File: src/rtl/fetch_pkg.sv
// -----------------------------------------------------------------------------
// fetch_pkg
// Shared definitions for the instruction-fetch slice.
//   NOP_INSTR      : instruction word presented with a misaligned-fetch fault
//   fetch_entry_t  : one decode-bound entry {pc, instr, fault}
//   cnt_w()        : width of an occupancy counter able to hold 0..depth
// -----------------------------------------------------------------------------
package fetch_pkg;

  localparam logic [31:0] NOP_INSTR = 32'h0000_0013;

  typedef struct packed {
    logic [31:0] pc;
    logic [31:0] instr;
    logic        fault;
  } fetch_entry_t;

  function automatic int cnt_w(input int depth);
    return $clog2(depth) + 1;
  endfunction

endpackage

File: src/rtl/fetch_unit_if.sv
// -----------------------------------------------------------------------------
// fetch_unit_if
// Bundles the fetch stage's external handshakes:
//   redirect_valid/redirect_pc           : redirect from the branch unit
//   imem_req_valid/addr/ready            : request channel to instruction memory
//   imem_rsp_valid/data                  : in-order response channel
//   if_valid/if_pc/if_instr/if_fault     : entry presented to decode
//   id_ready                             : decode accepts the entry
// Modports: master = fetch unit, slave = surrounding pipeline / memory.
// -----------------------------------------------------------------------------
interface fetch_unit_if;
  logic        redirect_valid;
  logic [31:0] redirect_pc;
  logic        imem_req_valid;
  logic [31:0] imem_req_addr;
  logic        imem_req_ready;
  logic        imem_rsp_valid;
  logic [31:0] imem_rsp_data;
  logic        if_valid;
  logic [31:0] if_pc;
  logic [31:0] if_instr;
  logic        if_fault;
  logic        id_ready;

  modport master (
    input  redirect_valid, redirect_pc, imem_req_ready,
    input  imem_rsp_valid, imem_rsp_data, id_ready,
    output imem_req_valid, imem_req_addr,
    output if_valid, if_pc, if_instr, if_fault
  );

  modport slave (
    output redirect_valid, redirect_pc, imem_req_ready,
    output imem_rsp_valid, imem_rsp_data, id_ready,
    input  imem_req_valid, imem_req_addr,
    input  if_valid, if_pc, if_instr, if_fault
  );
endinterface

File: src/rtl/fetch_fifo.sv
// -----------------------------------------------------------------------------
// fetch_fifo
// Synchronous DEPTH-entry FIFO (DEPTH a power of 2) with a flush input.
// The head entry is presented combinationally on o_rdata.
//   clk, rst_n    : clock, synchronous active-low reset
//   i_flush       : empty the FIFO (wins over push/pop)
//   i_push/i_wdata: write an entry (ignored when full)
//   i_pop         : drop the head entry (ignored when empty)
//   o_rdata       : head entry
//   o_empty/o_full/o_count : occupancy
// -----------------------------------------------------------------------------
module fetch_fifo
  import fetch_pkg::*;
#(
  parameter int W     = 32,
  parameter int DEPTH = 2
) (
  input  logic                      clk,
  input  logic                      rst_n,
  input  logic                      i_flush,
  input  logic                      i_push,
  input  logic [W-1:0]              i_wdata,
  input  logic                      i_pop,
  output logic [W-1:0]              o_rdata,
  output logic                      o_empty,
  output logic                      o_full,
  output logic [cnt_w(DEPTH)-1:0]   o_count
);

  localparam int AW = $clog2(DEPTH);

  logic [W-1:0]  r_mem [DEPTH];
  logic [AW-1:0] r_wr_ptr;
  logic [AW-1:0] r_rd_ptr;
  logic [AW:0]   r_count;
  logic          w_push;
  logic          w_pop;

  assign o_empty = (r_count == '0);
  assign o_full  = (r_count == (AW+1)'(DEPTH));
  assign o_count = r_count;
  assign o_rdata = r_mem[r_rd_ptr];

  assign w_push = i_push && !o_full  && !i_flush;
  assign w_pop  = i_pop  && !o_empty && !i_flush;

  always_ff @(posedge clk) begin
    if (!rst_n || i_flush) begin
      r_wr_ptr <= '0;
      r_rd_ptr <= '0;
      r_count  <= '0;
    end else begin
      if (w_push) r_wr_ptr <= r_wr_ptr + AW'(1);
      if (w_pop)  r_rd_ptr <= r_rd_ptr + AW'(1);
      r_count <= r_count + {{AW{1'b0}}, w_push} - {{AW{1'b0}}, w_pop};
    end
  end

  // Storage carries no reset; only pointers and count define validity.
  always_ff @(posedge clk) begin
    if (w_push) r_mem[r_wr_ptr] <= i_wdata;
  end

  // Callers size their traffic so a push never meets a full FIFO.
  a_no_push_when_full: assert property (@(posedge clk) disable iff (!rst_n)
    !(i_push && o_full && !i_flush));

endmodule

File: src/rtl/fetch_unit.sv
// -----------------------------------------------------------------------------
// fetch_unit
// Instruction-fetch stage. Owns the PC, issues in-order requests to
// instruction memory, pairs each response with its PC and buffers it for
// decode. A redirect flushes the buffer and discards the responses still in
// flight; a misaligned redirect target halts fetch and presents a single
// faulting NOP entry carrying the misaligned PC.
//   clk, rst_n : clock, synchronous active-low reset
//   bus        : fetch_unit_if.master (redirect, imem request/response, decode)
// -----------------------------------------------------------------------------
module fetch_unit
  import fetch_pkg::*;
#(
  parameter logic [31:0] RESET_PC = 32'h0000_0000,
  parameter int          DEPTH    = 2
) (
  input  logic         clk,
  input  logic         rst_n,
  fetch_unit_if.master bus
);

  localparam int            CW      = cnt_w(DEPTH);
  localparam int            EW      = $bits(fetch_entry_t);
  localparam logic [CW:0]   OCC_MAX = (CW+1)'(DEPTH);

  logic [31:0]   r_pc;
  logic [31:0]   r_fault_pc;
  logic          r_fault;
  logic          r_fault_done;
  logic [CW-1:0] r_drop_cnt;

  logic          w_redirect;
  logic          w_req_valid;
  logic          w_req_fire;
  logic          w_rsp;
  logic          w_rsp_keep;
  logic          w_fault_push;
  logic          w_buf_push;
  logic          w_buf_pop;
  logic          w_buf_empty;
  logic          w_buf_full;
  logic [CW-1:0] w_buf_cnt;
  logic [31:0]   w_tag;
  logic          w_tag_empty;
  logic          w_tag_full;
  logic [CW-1:0] w_tag_cnt;
  logic [CW:0]   w_occ;
  fetch_entry_t  w_buf_wdata;
  fetch_entry_t  w_buf_head;

  // The PC-tag queue holds exactly one entry per outstanding request, so its
  // occupancy doubles as the outstanding-request count.
  assign w_redirect  = bus.redirect_valid;
  assign w_occ       = {1'b0, w_tag_cnt} + {1'b0, w_buf_cnt};
  assign w_req_valid = rst_n && !w_redirect && !r_fault && !w_tag_full &&
                       (w_occ < OCC_MAX);
  assign w_req_fire  = w_req_valid && bus.imem_req_ready;
  assign w_rsp       = bus.imem_rsp_valid && !w_tag_empty;

  // A response survives only on the current path with no pending drops.
  assign w_rsp_keep   = w_rsp && !w_redirect && (r_drop_cnt == '0);
  // The fault entry waits until every wrong-path response has drained.
  assign w_fault_push = r_fault && !r_fault_done && !w_redirect &&
                        w_tag_empty && !w_buf_full;
  assign w_buf_push   = w_rsp_keep || w_fault_push;
  assign w_buf_pop    = !w_buf_empty && bus.id_ready && !w_redirect;

  always_comb begin
    w_buf_wdata = '{pc: w_tag, instr: bus.imem_rsp_data, fault: 1'b0};
    if (w_fault_push) begin
      w_buf_wdata = '{pc: r_fault_pc, instr: NOP_INSTR, fault: 1'b1};
    end
  end

  // Tags stay aligned with outstanding responses, so only reset clears them.
  fetch_fifo #(.W(32), .DEPTH(DEPTH)) u_tag_q (
    .clk     (clk),
    .rst_n   (rst_n),
    .i_flush (1'b0),
    .i_push  (w_req_fire),
    .i_wdata (r_pc),
    .i_pop   (w_rsp),
    .o_rdata (w_tag),
    .o_empty (w_tag_empty),
    .o_full  (w_tag_full),
    .o_count (w_tag_cnt)
  );

  fetch_fifo #(.W(EW), .DEPTH(DEPTH)) u_rsp_buf (
    .clk     (clk),
    .rst_n   (rst_n),
    .i_flush (w_redirect),
    .i_push  (w_buf_push),
    .i_wdata (w_buf_wdata),
    .i_pop   (w_buf_pop),
    .o_rdata (w_buf_head),
    .o_empty (w_buf_empty),
    .o_full  (w_buf_full),
    .o_count (w_buf_cnt)
  );

  always_ff @(posedge clk) begin
    if (!rst_n) begin
      r_pc         <= RESET_PC;
      r_fault      <= 1'b0;
      r_fault_done <= 1'b0;
      r_drop_cnt   <= '0;
    end else if (w_redirect) begin
      r_pc         <= bus.redirect_pc & 32'hFFFF_FFFC;
      r_fault      <= |bus.redirect_pc[1:0];
      r_fault_done <= 1'b0;
      // Every outstanding request is now wrong-path. Pending drops are already
      // part of the outstanding count, so repeated redirects accumulate
      // without counting a response twice; a response arriving right now is
      // discarded here and leaves the count.
      r_drop_cnt   <= w_tag_cnt - {{(CW-1){1'b0}}, w_rsp};
    end else begin
      if (w_req_fire)                  r_pc         <= r_pc + 32'd4;
      if (w_rsp && r_drop_cnt != '0)   r_drop_cnt   <= r_drop_cnt - CW'(1);
      if (w_fault_push)                r_fault_done <= 1'b1;
    end
  end

  // Full misaligned target, reported on the fault entry.
  always_ff @(posedge clk) begin
    if (w_redirect) r_fault_pc <= bus.redirect_pc;
  end

  assign bus.imem_req_valid = w_req_valid;
  assign bus.imem_req_addr  = r_pc;
  assign bus.if_valid       = !w_buf_empty;
  assign bus.if_pc          = w_buf_empty ? 32'd0 : w_buf_head.pc;
  assign bus.if_instr       = w_buf_empty ? 32'd0 : w_buf_head.instr;
  assign bus.if_fault       = !w_buf_empty && w_buf_head.fault;

endmodule

File: src/flat_wrapper.sv
// flat-port wrapper written by rule: the top's interface ports become plain ports
module fetch_unit_flat import fetch_pkg::*;
#(
  parameter logic [31:0] RESET_PC = 32'h0000_0000,
  parameter int          DEPTH    = 2
)
  (clk, rst_n, bus_redirect_valid, bus_redirect_pc, bus_imem_req_ready, bus_imem_rsp_valid, bus_imem_rsp_data, bus_id_ready, bus_imem_req_valid, bus_imem_req_addr, bus_if_valid, bus_if_pc, bus_if_instr, bus_if_fault);
  fetch_unit_if bus_i ();
  input  logic clk;
  input  logic rst_n;
  input wire logic [$bits(bus_i.redirect_valid)-1:0] bus_redirect_valid;
  input wire logic [$bits(bus_i.redirect_pc)-1:0] bus_redirect_pc;
  input wire logic [$bits(bus_i.imem_req_ready)-1:0] bus_imem_req_ready;
  input wire logic [$bits(bus_i.imem_rsp_valid)-1:0] bus_imem_rsp_valid;
  input wire logic [$bits(bus_i.imem_rsp_data)-1:0] bus_imem_rsp_data;
  input wire logic [$bits(bus_i.id_ready)-1:0] bus_id_ready;
  output wire logic [$bits(bus_i.imem_req_valid)-1:0] bus_imem_req_valid;
  output wire logic [$bits(bus_i.imem_req_addr)-1:0] bus_imem_req_addr;
  output wire logic [$bits(bus_i.if_valid)-1:0] bus_if_valid;
  output wire logic [$bits(bus_i.if_pc)-1:0] bus_if_pc;
  output wire logic [$bits(bus_i.if_instr)-1:0] bus_if_instr;
  output wire logic [$bits(bus_i.if_fault)-1:0] bus_if_fault;
  assign bus_i.redirect_valid = bus_redirect_valid;
  assign bus_i.redirect_pc = bus_redirect_pc;
  assign bus_i.imem_req_ready = bus_imem_req_ready;
  assign bus_i.imem_rsp_valid = bus_imem_rsp_valid;
  assign bus_i.imem_rsp_data = bus_imem_rsp_data;
  assign bus_i.id_ready = bus_id_ready;
  assign bus_imem_req_valid = bus_i.imem_req_valid;
  assign bus_imem_req_addr = bus_i.imem_req_addr;
  assign bus_if_valid = bus_i.if_valid;
  assign bus_if_pc = bus_i.if_pc;
  assign bus_if_instr = bus_i.if_instr;
  assign bus_if_fault = bus_i.if_fault;
  fetch_unit #(.RESET_PC(RESET_PC), .DEPTH(DEPTH)) u_core (.clk(clk), .rst_n(rst_n), .bus(bus_i));
endmodule
File: config.mk
export PLATFORM = sky130hd
export DESIGN_NAME = fetch_unit_flat
export DESIGN_NICKNAME = d
export VERILOG_FILES = /design/src/rtl/fetch_pkg.sv /design/src/rtl/fetch_unit_if.sv /design/src/rtl/fetch_fifo.sv /design/src/rtl/fetch_unit.sv /design/src/flat_wrapper.sv
export SDC_FILE = /design/constraint.sdc
export NUM_CORES = 1
export LEC_CHECK = 0
export ABC_AREA = 1
export BUFFER_PORTS_ARGS = -buffer_cell sky130_fd_sc_hd__buf_2
export CAP_MARGIN = 20
export CORE_MARGIN = 8
export CORE_UTILIZATION = 35
export DETAILED_ROUTE_END_ITERATION = 16
export GPL_TIMING_DRIVEN = 0
export MAX_ROUTING_LAYER = met4
export PLACE_DENSITY_LB_ADDON = 0.3
export SKIP_CTS_REPAIR_TIMING = 1
export SLEW_MARGIN = 25
export SYNTH_ARGS = -nofsm -noshare
export SYNTH_HDL_FRONTEND = slang
export SYNTH_SLANG_ARGS = --single-unit
File: constraint.sdc
create_clock -name clk -period 8 [get_ports clk]
set_input_delay 1.6 -clock clk [delete_from_list [all_inputs] [get_ports clk]]
set_output_delay 1.6 -clock clk [all_outputs]
set_load 0.02 [all_outputs]
==> metrics.txt <==
setup slack of the most critical reg-to-reg path=a little over 5 ns; Initial Utilization=0.355; period utilisation layout=0.590; Internal Dissipation=0.00263 W; TritonCTS sink count=around 270; number of standard cells after synthesis=between 1000 and 1500; leading cell types in the layout, fill and taps excluded=336 x nand2_1, 222 x edfxtp_1, 174 x buf_2; Worst path top cell family by delay=buffers and inverters; LEAKAGE=approximately 5.7 nW; I/O pins=169; drt first pass iters=5; Detail Route Antenna Nets=0; number of inserted filler cells in the final layout=about 3100; area grow syn2layout=23.0%; Post-route DRC=0; fraction of layout cells with a size suffix above 1=0.187; Placed Area=13100 um^2; Worst Setup End Kind=output port; Worst Skew=between 0.008 and 0.009 ns; number of buffers created by CTS=29; Die H=just under 200 um; most common library cell in the layout ignoring fill and taps=nand2_1; post-route worst hold slack=around 0.46 ns; Final nets=about 1400; Clock Pin Slew Worst Setup and Hold Paths=around 0.060 ns; Synthesis Warnings=0; Overflow after GRT=0; worst-path maximum fanout=33; detailed-route wire length per cell=approximately 17 um; post-route cell area=between 10000 and 15000 um^2; fraction of power spent switching nets=0.260; Setup crit start=bus_redirect_valid; pin slew with the least headroom to its limit=just over 0.8 ns; global-route total usage across every layer=0.160; critical path start-end classification=in -> out; first-pass GRT wire length=47200 um; worst-path cell chain=buf_2, buf_6, clkinv_4, nand2_4, nor2_4, and2_1, buf_2; maximum resistive drop on vdd=roughly 0.15 mV; r2r startpoint=u_core.u_tag_q.o_count[0]; met2 demand-to-capacity share in global routing=0.266; Seq/Total Area, Yosys=0.656; fraction of synthesized cell area taken by the top area cell type=0.579; top area cells in the synthesized netlist=edfxtp_1 58%, nand2_1 11%, dfxtp_1 7.7%; Yosys cell types=38; Post-Synthesis Cell Area=about 12000 um^2; total net switching power=about 0.00092 W; data required time at the worst endpoint=~6.4 ns; number of placed instances, taps included=1782; Non-Filler Instances=1835; source-to-sink clock delay at the later pin of the worst-skew pair=roughly 0.54 ns; flops & latches, synth=266; last weighted congestion value of the routability-driven placer=just over 0.9; startpoint type of the worst setup path=input pin; Std-Cell Rows=66; count of final max-slew check failures=0; # H-tree levels=1; total setup violations reported at the end of the flow=0; number of violations reported at the end of detailed-routing iteration 0=~470; maximum number of pins on one net before global-route repair=34; number of enable-type register cells in the synthesized netlist=between 200 and 250; portion of total power attributed to combinational logic=0.139; root buf cell=clkbuf_16; run status=complete, no violations; horizontal die dimension=around 200 um; area enclosed by the die boundary=about 39000 um^2; Clk network pwr share=0.385; highest clock frequency the design can meet=0.212 GHz; Final Routed Wirelength=between 30000 and 40000 um; highest-delay cell along the critical path=buf_2; Post-DP HPWL=about 22000 um; number of antenna violations at the first check in global routing=0; MaxCap Viol Count=0; worst hold-check path type=reg -> reg; peak per-stage delay on the critical path=0.61 ns; area leader, netlist=edfxtp_1; Slew HR=0.449; part of the total power dissipated in sequential elements=0.476; busiest metal layer after global routing=met2; met1 global-route usage=0.199; number of input and output port buffers inserted=between 150 and 200; most frequently used flop master after synthesis=edfxtp_1; worst reg2reg endpoint=u_core.u_tag_q.o_count[1]; met3 global-route usage=0.0278; TritonCTS clock tree=built; unrepaired setup endpoints after global routing=false; data arrival time at the worst-slack endpoint=3.12 ns; via count=approximately 8500; capture point of the critical path=bus_imem_req_valid; total core area=between 30000 and 40000 um^2; endpoints failing hold=0; vias per cell=approximately 4.6; post-layout minimum cycle time=between 4 and 5 ns; Bufs and invs on worst path=4; Syn Area/Cell=~9.9 um^2; pwr/cell area=251 nW/um^2; FFs w/ async S/R, synth=0; Levels on crit path=7; Critical Path Most Common Cell=buf_2; count of cells along the worst register-to-register path=13; buffers from clock root to sink, at most=3; via count of the first global-routing pass=between 8000 and 9000; Antenna Cells=0
logic make-up (layout without fill, tap and decap cells):
logic type / Yosys count / count (layout) / synth area share
buffers and inverters: 186 / 413 / 0.0660
xor gates and xnor gates: 11 / 11 / 0.00837
DFF: 266 / 266 / 0.656
other: 1 / 2 / 0.000326
and+or+nand+nor: 506 / 506 / 0.176
adders and majority gates: 8 / 8 / 0.00935
AOI/OAI and AO/OA: 187 / 187 / 0.0840
flip-flops by register name, indices dropped and copies added, names as in the netlist, named ones only:
register and cells:
u_core.u_rsp_buf.r_rd_ptr 1, u_core.u_tag_q.r_wr_ptr 1, u_core.u_rsp_buf.r_mem 130, u_core.r_fault 1, u_core.u_tag_q.o_count 2, u_core.u_rsp_buf.o_count 2, u_core.u_rsp_buf.r_wr_ptr 1, u_core.r_drop_cnt 2
u_core.u_tag_q.r_rd_ptr 1, u_core.u_tag_q.r_mem 60, u_core.r_fault_done 1, u_core.r_fault_pc 32, u_core.bus.imem_req_addr 30
cells in the mapped netlist (8+ instances only):
library cell	n
nor2_1	94
buf_2	8
nand3_1	57
o21ai_0	60
a21oi_1	103
dfxtp_1	44
inv_1	127
o21ai_1	13
nand2_1	336
buf_1	11
edfxtp_1	222
clkbuf_1	26
worst min path at each step:
stage / from / endpoint / slack (ns) / cells past startpoint
after global placement: u_core.u_tag_q.r_rd_ptr / u_core.u_tag_q.r_rd_ptr / 0.44 / 1
final: u_core.u_tag_q.r_rd_ptr / flop / 0.46 / 1
after CTS: u_core.u_tag_q.r_rd_ptr / flop / 0.45 / 1
after detailed placement: u_core.u_tag_q.r_rd_ptr / flop / 0.45 / 1
after global routing: u_core.u_tag_q.r_rd_ptr / flop / 0.48 / 1
after floorplan: u_core.u_tag_q.r_rd_ptr / flop / 0.43 / 1
power groups by stage:
stage	registers (W)	logic (W)	clock network [W]
final	0.00169	0.000495	0.00137
after global routing	0.00170	0.000555	0.00146
after CTS	0.00169	0.000502	0.00140
after detailed placement	0.00172	0.000500	0
after global placement	0.00173	0.000462	0
after floorplan	0.00172	0.000290	0
worst reg2reg max path: cells and delay by family, from the launching register on:
kind            cells  cell delay (ns)
compound gates      2             0.24
xor+xnor            1             0.17
fa+ha+maj           3             0.84
buf+inv             4             0.50
flops               1             0.44
simple gates        3             0.59
cell type report:
| type | instances | area, um^2 | area share |
|---|---|---|---|
| Buffer | 55 | 263 | 0.0186 |
| Inverter | 131 | 497 | 0.0351 |
| Clock inverter | 13 | 138 | 0.00972 |
| Multi-Input combinational cell | 714 | 3240 | 0.229 |
| Clock buffer | 40 | 872 | 0.0616 |
| Sequential cell | 266 | 7550 | 0.533 |
| Tap cell | 442 | 553 | 0.0391 |
| Timing Repair Buffer | 174 | 1050 | 0.0742 |
stage by stage:
step / utilization / power [W] / setup WS, ns / setup TNS (ns)
floorplan: - / 0.00201 / 2.51 / 0
global placement: 0.397 / 0.00219 / -0.00655 / -0.133
detailed placement: 0.405 / 0.00222 / 3.23 / 0
CTS: 0.436 / 0.00360 / 3.23 / 0
global route: 0.436 / 0.00372 / 3.16 / 0
finish: 0.436 / 0.00356 / 3.28 / 0
layer usage:
layer | up-vias | routed length, um
met5 | - | 0
met4 | 0 | 552
met3 | 37 | 1850
met2 | 252 | 14800
met1 | 3969 | 13500
li1 | 4257 | -
(Power assumes the default switching activity.)
